[src/rtl/bsg_cgol_pkg.sv]
// rtl/bsg_cgol_pkg.sv - shared types and helpers for the Game-of-Life controller
package bsg_cgol_pkg;

    typedef enum logic [1:0] {eIdle, eLoad, eSim, eDone} cgol_state_e;

    function automatic int cell_idx(input int r, input int c, input int width = 8);
        return r * width + c;
    endfunction

endpackage

[src/rtl/bsg_cgol_ctrl_if.sv]
// rtl/bsg_cgol_ctrl_if.sv - host-side board request/result channel of bsg_cgol_ctrl
interface bsg_cgol_ctrl_if #(
    parameter int num_cells_p   = 64,
    parameter int frame_width_p = 10
);
    logic                     v_i;
    logic                     ready_o;
    logic [num_cells_p-1:0]   data_i;
    logic [frame_width_p-1:0] frames_i;
    logic                     v_o;
    logic [num_cells_p-1:0]   data_o;
    logic                     yumi_i;

    modport master (output v_i, data_i, frames_i, yumi_i, input ready_o, v_o, data_o);
    modport slave  (input v_i, data_i, frames_i, yumi_i, output ready_o, v_o, data_o);
endinterface

[src/rtl/bsg_cgol_frame_counter.sv]
// rtl/bsg_cgol_frame_counter.sv - loadable generation down-counter with one/zero flags
module bsg_cgol_frame_counter #(
    parameter int width_p = 10
) (
    input  logic               clk_i,
    input  logic               reset_n_i,
    input  logic               load_i,
    input  logic               dec_i,
    input  logic [width_p-1:0] val_i,
    output logic               one_o,
    output logic               zero_o
);
    logic [width_p-1:0] cnt_r;

    always_ff @(posedge clk_i or negedge reset_n_i) begin
        if (!reset_n_i) begin
            cnt_r <= '0;
        end else if (load_i) begin
            cnt_r <= val_i;
        end else if (dec_i) begin
            cnt_r <= cnt_r - width_p'(1);
        end
    end

    assign one_o  = (cnt_r == width_p'(1));
    assign zero_o = (cnt_r == '0);
endmodule

[src/rtl/bsg_cgol_ctrl.sv]
// rtl/bsg_cgol_ctrl.sv - loads a board into the cell array, runs N generations, returns the result
// Optional BSG_CGOL_CTRL_PAUSE_EN adds pause_i, which stalls the simulation phase.
module bsg_cgol_ctrl
    import bsg_cgol_pkg::*;
#(
    parameter  int board_width_p  = 8,
    parameter  int board_height_p = 8,
    parameter  int max_frames_p   = 1023,
    localparam int num_cells_lp   = board_width_p * board_height_p,
    localparam int frame_width_lp = $clog2(max_frames_p + 1)
) (
    input  logic                    clk_i,
    input  logic                    reset_n_i,
    bsg_cgol_ctrl_if.slave          host,
`ifdef BSG_CGOL_CTRL_PAUSE_EN
    input  logic                    pause_i,
`endif
    output logic                    update_o,
    output logic [num_cells_lp-1:0] update_val_o,
    output logic                    en_o,
    input  logic [num_cells_lp-1:0] cells_i
);
    cgol_state_e             state_r, state_n;
    logic [num_cells_lp-1:0] board_r;
    logic                    cnt_load, cnt_dec, cnt_one, cnt_zero;
    logic                    pause;

`ifdef BSG_CGOL_CTRL_PAUSE_EN
    assign pause = pause_i;
`else
    assign pause = 1'b0;
`endif

    bsg_cgol_frame_counter #(.width_p(frame_width_lp)) frame_cnt (
        .clk_i     (clk_i),
        .reset_n_i (reset_n_i),
        .load_i    (cnt_load),
        .dec_i     (cnt_dec),
        .val_i     (host.frames_i),
        .one_o     (cnt_one),
        .zero_o    (cnt_zero)
    );

    always_ff @(posedge clk_i or negedge reset_n_i) begin
        if (!reset_n_i) begin
            state_r <= eIdle;
            board_r <= '0;
        end else begin
            state_r <= state_n;
            if (cnt_load) begin
                board_r <= host.data_i;
            end
        end
    end

    // Outputs decode from the state register only, so an async reset drops en_o/update_o at once.
    always_comb begin
        state_n      = state_r;
        host.ready_o = 1'b0;
        host.v_o     = 1'b0;
        update_o     = 1'b0;
        en_o         = 1'b0;
        cnt_load     = 1'b0;
        cnt_dec      = 1'b0;
        case (state_r)
            eIdle: begin
                host.ready_o = 1'b1;
                if (host.v_i) begin
                    cnt_load = 1'b1;
                    state_n  = eLoad;
                end
            end
            eLoad: begin
                update_o = 1'b1;
                state_n  = cnt_zero ? eDone : eSim;
            end
            eSim: begin
                if (!pause) begin
                    en_o = 1'b1;
                    if (cnt_one) begin
                        state_n = eDone;
                    end else begin
                        cnt_dec = 1'b1;
                    end
                end
            end
            eDone: begin
                host.v_o = 1'b1;
                if (host.yumi_i) begin
                    state_n = eIdle;
                end
            end
            default: state_n = eIdle;
        endcase
    end

    assign update_val_o = board_r;
    assign host.data_o  = cells_i;

    yumi_only_when_valid: assert property (@(posedge clk_i) disable iff (!reset_n_i)
        host.yumi_i |-> host.v_o);
endmodule

[src/flat_wrapper.sv]
// flat-port wrapper written by rule: the top's interface ports become plain ports
module bsg_cgol_ctrl_flat import bsg_cgol_pkg::*;
#(
    parameter  int board_width_p  = 8,
    parameter  int board_height_p = 8,
    parameter  int max_frames_p   = 1023,
    localparam int num_cells_lp   = board_width_p * board_height_p,
    localparam int frame_width_lp = $clog2(max_frames_p + 1)
)
  (clk_i, reset_n_i, update_o, update_val_o, en_o, cells_i, host_v_i, host_data_i, host_frames_i, host_yumi_i, host_ready_o, host_v_o, host_data_o);
  bsg_cgol_ctrl_if host_i ();
  input  logic clk_i;
  input  logic reset_n_i;
  output logic update_o;
  output logic [num_cells_lp-1:0] update_val_o;
  output logic en_o;
  input  logic [num_cells_lp-1:0] cells_i;
  input wire logic [$bits(host_i.v_i)-1:0] host_v_i;
  input wire logic [$bits(host_i.data_i)-1:0] host_data_i;
  input wire logic [$bits(host_i.frames_i)-1:0] host_frames_i;
  input wire logic [$bits(host_i.yumi_i)-1:0] host_yumi_i;
  output wire logic [$bits(host_i.ready_o)-1:0] host_ready_o;
  output wire logic [$bits(host_i.v_o)-1:0] host_v_o;
  output wire logic [$bits(host_i.data_o)-1:0] host_data_o;
  assign host_i.v_i = host_v_i;
  assign host_i.data_i = host_data_i;
  assign host_i.frames_i = host_frames_i;
  assign host_i.yumi_i = host_yumi_i;
  assign host_ready_o = host_i.ready_o;
  assign host_v_o = host_i.v_o;
  assign host_data_o = host_i.data_o;
  bsg_cgol_ctrl #(.board_width_p(board_width_p), .board_height_p(board_height_p), .max_frames_p(max_frames_p)) u_core (.clk_i(clk_i), .reset_n_i(reset_n_i), .host(host_i), .update_o(update_o), .update_val_o(update_val_o), .en_o(en_o), .cells_i(cells_i));
endmodule
[config.mk]
export PLATFORM = sky130hd
export DESIGN_NAME = bsg_cgol_ctrl_flat
export DESIGN_NICKNAME = d
export VERILOG_FILES = /design/src/rtl/bsg_cgol_pkg.sv /design/src/rtl/bsg_cgol_ctrl_if.sv /design/src/rtl/bsg_cgol_frame_counter.sv /design/src/rtl/bsg_cgol_ctrl.sv /design/src/flat_wrapper.sv
export SDC_FILE = /design/constraint.sdc
export NUM_CORES = 1
export LEC_CHECK = 0
export CORE_MARGIN = 2
export CORE_UTILIZATION = 35
export CTS_CLUSTER_SIZE = 12
export DETAILED_ROUTE_END_ITERATION = 10
export PLACE_DENSITY = 0.83
export SYNTH_ARGS = -nofsm -noshare
export SYNTH_HDL_FRONTEND = slang
export SYNTH_SLANG_ARGS = --single-unit
[constraint.sdc]
create_clock -name clk_i -period 3.1 [get_ports clk_i]
set_input_delay 0.31 -clock clk_i [delete_from_list [all_inputs] [get_ports clk_i]]
set_output_delay 0.31 -clock clk_i [all_outputs]
set_load 0.005 [all_outputs]
==> run summary <==
The flow ran to the end, and the final reports show no timing, DRC or antenna violations. In this run, post-CTS hold repair placed 0 buffers. The logs give 0 for the reported max-cap violation count and 4990 sq um for the total non-filler cell area in the finished layout. Largest clock skew in the final design: 0.0131 ns. Dividing the final minimum period by the clock period gives 68.5%. Register bit count reported by yosys: 76.

Net count after synthesis: 570. The biggest area contributor in the post-synthesis netlist is sky130_fd_sc_hd__dfrtp_1. The power after layout is 0.00459 W.

Summing the sequential cell areas from Yosys gives 51.8% of the chip area. The count of yosys warnings during synthesis was 0. By area the synthesized netlist is led by sky130_fd_sc_hd__dfrtp_1 52%, sky130_fd_sc_hd__nand2_1 20%, sky130_fd_sc_hd__buf_4 13%. Synthesis handed over a netlist of 421 instances. The number of antenna violations at the first check in global routing came out at 0. The multi-input combinational cells in the finished layout cover a total of 1190 sq um. The logs give 2992 for the number of global-route vias before repair and 16.6% for the global-route usage over all layers. The first global-routing pass estimated 14800 um of wire.

Measured on the finished design, the core utilization comes to 48.7%. The endpoint identified for the worst register-to-register timing path is u_core.frame_cnt.cnt_r[6]. TritonCTS built the clock tree. Setup repair after global routing left no endpoint under its margin. Once placement finished, the instance area stood at 4770 sq um. The maximum fanout along the worst path was 11. For this run, the leading register cell type out of synthesis is sky130_fd_sc_hd__dfrtp_1. In the post-synthesis netlist, the cell with the most instances is sky130_fd_sc_hd__nand2_1. Input and output buffers added on the ports amount to 145. Ranked by instance count, the synthesized netlist is headed by 200 x sky130_fd_sc_hd__nand2_1, 76 x sky130_fd_sc_hd__dfrtp_1, 65 x sky130_fd_sc_hd__buf_4. The post-layout minimum cycle time is 2.12 ns, and the iteration-0 DRC count of the detailed router is 90. Setup total negative slack on the finished layout was measured at 0 ns. Data on the critical path arrives at its endpoint at 2.28 ns. Row generation in the floorplan step produced 37 rows. At the end of routability-driven placement, the weighted congestion stood at 0.788. The clock-pin slew on the worst setup and hold paths is 0.09 ns.

The worst setup path is of the reg -> reg kind. The logs give 77 for the maximum number of pins on one net before global-route repair and 0 for the post-cts repair resize count. Static timing analysis puts the maximum clock frequency at 471 MHz. The filler cells instantiated in the layout total 947. In this run the worst hold path is classified as in -> async. In the routed design, unresolved DRC markers number 0. Of the cells placed in the final design, the portion with a size suffix greater than 1 is 6.16%. The area enclosed by the die boundary is 11300 sq um. The floorplan step set the die width to 106 um. The first TritonRoute pass finished after 4 iterations. The fraction of synthesized cell area taken by the top area cell type is 51.8%, and the final global-route overflow total is 0. The area occupied by registers was 1900 sq um; the number of enable flip-flop cells after synthesis was 0.

The final max-slew violation count is 0. The tools report the HPWL after detailed placement as 6620 um. For this design the top-level I/O count stands at 274. At the worst endpoint, the required time is 3.26 ns. For the worst setup slack for register-to-register paths, the log shows 0.98 ns.

The kind of launch point of the worst setup path was a flop. The run gives 0 as the number of setup violations in the final report. The clock latency at the later pin of the worst-skew pair was 0.34 ns; the cell count of the worst reg-to-reg path was 4. The detailed router placed 2960 vias in this run.

Once the floorplan was initialized, standard cells occupied 35.9% of the core. Across the VDD grid, the largest voltage drop is 0.408 mV. The tools report the core footprint as 10200 sq um. The logs give 0 for the buffer count from post-CTS setup fixing and 9230 um for the overall routed net length.

A synthesized cell averages 8.71 sq um. The net count of the finished layout is 647. Counting flops with an async set or reset pin after synthesis yields a share of 100%.

The H-tree level count is 3. The run gives 76 as the number of sinks handled by clock tree synthesis. The worst setup path is captured at a flop. Dividing total power by cell area gives a power density of 921 nW/um^2.

The tools report the count of cell types in the netlist as 31. At the pin with the least slew margin, the transition time is 1.06 ns. The worst register-to-register path begins at u_core.frame_cnt.cnt_r[5]. The clock passes through at most 2 buffers.

The cell at the root of the clock tree is sky130_fd_sc_hd__clkbuf_8. The die is 106 um tall. The area growth from synthesis to layout is 35.9%. The run gives 0 as the final count of hold timing violations.

The worst slew margin relative to its limit was 29.3%; the mean routed wirelength per cell was 14.4 um. The cell area after technology mapping was 3670 sq um. In the routed layout, each cell is associated on average with a via count of 4.63.

For this design the static power due to leakage is 2.33 nW. Buffers inserted during clock tree synthesis total 9. The number of antenna diodes in the final layout is 0. Once detail routing completed, the nets flagged for antenna violations numbered 0.
==> layout by cell type, fill, tap and decap left out, types with 2 or more instances in the layout <==
master	netlist	routed
sky130_fd_sc_hd__nand3_1	3	3
sky130_fd_sc_hd__o31ai_1	5	5
sky130_fd_sc_hd__nor4_1	2	2
sky130_fd_sc_hd__inv_1	8	8
sky130_fd_sc_hd__clkdlybuf4s50_1	0	144
sky130_fd_sc_hd__mux2_2	2	2
sky130_fd_sc_hd__or4_2	2	2
sky130_fd_sc_hd__o21ai_0	4	4
sky130_fd_sc_hd__ha_1	7	7
sky130_fd_sc_hd__or4_1	3	3
sky130_fd_sc_hd__clkbuf_8	0	9
sky130_fd_sc_hd__o211ai_1	2	2
sky130_fd_sc_hd__dfrtp_1	76	76
sky130_fd_sc_hd__buf_4	65	2
sky130_fd_sc_hd__o21a_1	2	2
sky130_fd_sc_hd__bufinv_16	0	2
sky130_fd_sc_hd__clkinvlp_4	0	2
sky130_fd_sc_hd__a311oi_1	2	2
sky130_fd_sc_hd__nor2_1	4	4
sky130_fd_sc_hd__a21oi_1	3	3
sky130_fd_sc_hd__nand2_1	200	199
sky130_fd_sc_hd__a31oi_1	4	4
==> metrics by stage <==
| step | hold WS, ns | instances | worst slack (ns) |
|---|---|---|---|
| after floorplan | 0.0144 | 421 | 1.25 |
| after global placement | 0.457 | 623 | 0.977 |
| after detailed placement | 0.461 | 623 | 0.916 |
| after CTS | 0.147 | 639 | 0.954 |
| after global routing | 0.182 | 639 | 0.822 |
| final | 0.117 | 639 | 0.978 |
==> area by class of cell <==
| type | instances | area share [%] |
|---|---|---|
| clock inverters | 6 | 1.78 |
| repair buffers | 147 | 29.6 |
| clock buffers | 10 | 2.56 |
| well taps | 136 | 3.41 |
| inverters | 8 | 0.602 |
| flip-flops and latches | 76 | 38.1 |
| multi-input cells | 256 | 23.9 |
==> flip-flops by register name, indices dropped and copies added, names as in the netlist <==
name,count
u_core.frame_cnt.cnt_r,10
u_core.state_r,2
u_core.update_val_o,64
==> where the power goes <==
| part | internal, W | total, W | switching [W] |
|---|---|---|---|
| clock | 0.000454 | 0.000829 | 0.000375 |
| combinational | 0.00114 | 0.00200 | 0.000860 |
| sequential | 0.00146 | 0.00177 | 0.000310 |
| total | 0.00305 | 0.00459 | 0.00154 |
==> layer usage <==
layer	GRT usage [%]	routed length [um]
met3	7.48	779
met1	20.2	3890
met5	0	0
met4	6.39	205
met2	25.8	4350
==> cells by family after synthesis <==
| family | Yosys count | share of synthesized area (%) |
|---|---|---|
| multiplexers | 2 | 0.614 |
| AND/OR/NAND/NOR | 220 | 24.0 |
| XOR/XNOR | 1 | 0.239 |
| AO/OA/AOI/OAI | 26 | 5.18 |
| flip-flops | 76 | 51.8 |
| buffers and inverters | 89 | 15.8 |
| adder cells (fa/ha/maj) | 7 | 2.39 |
==> worst max-delay path, cell delays in order (launching register included) <==
cell,delay [ns]
sky130_fd_sc_hd__dfrtp_1,0.46
sky130_fd_sc_hd__or4_4,0.58
sky130_fd_sc_hd__o31ai_2,0.58
sky130_fd_sc_hd__or4_2,0.24
sky130_fd_sc_hd__a31oi_1,0.08
==> how the worst max path moves through the flow <==
stage                              startpoint                        end  slack, ns  depth (start not counted)
detailed placement                   host_v_i    u_core.update_val_o[26]       0.92                          5
finish              u_core.frame_cnt.cnt_r[5]  u_core.frame_cnt.cnt_r[6]       0.98                          4
floorplan                   u_core.state_r[0]  u_core.frame_cnt.cnt_r[3]       1.25                          6
CTS                         u_core.state_r[0]    u_core.update_val_o[26]       0.95                          6
global route                u_core.state_r[0]  u_core.frame_cnt.cnt_r[3]       0.82                          5
global placement                     host_v_i  u_core.frame_cnt.cnt_r[0]       0.98                          4
Power figures use the tool's default switching activity.
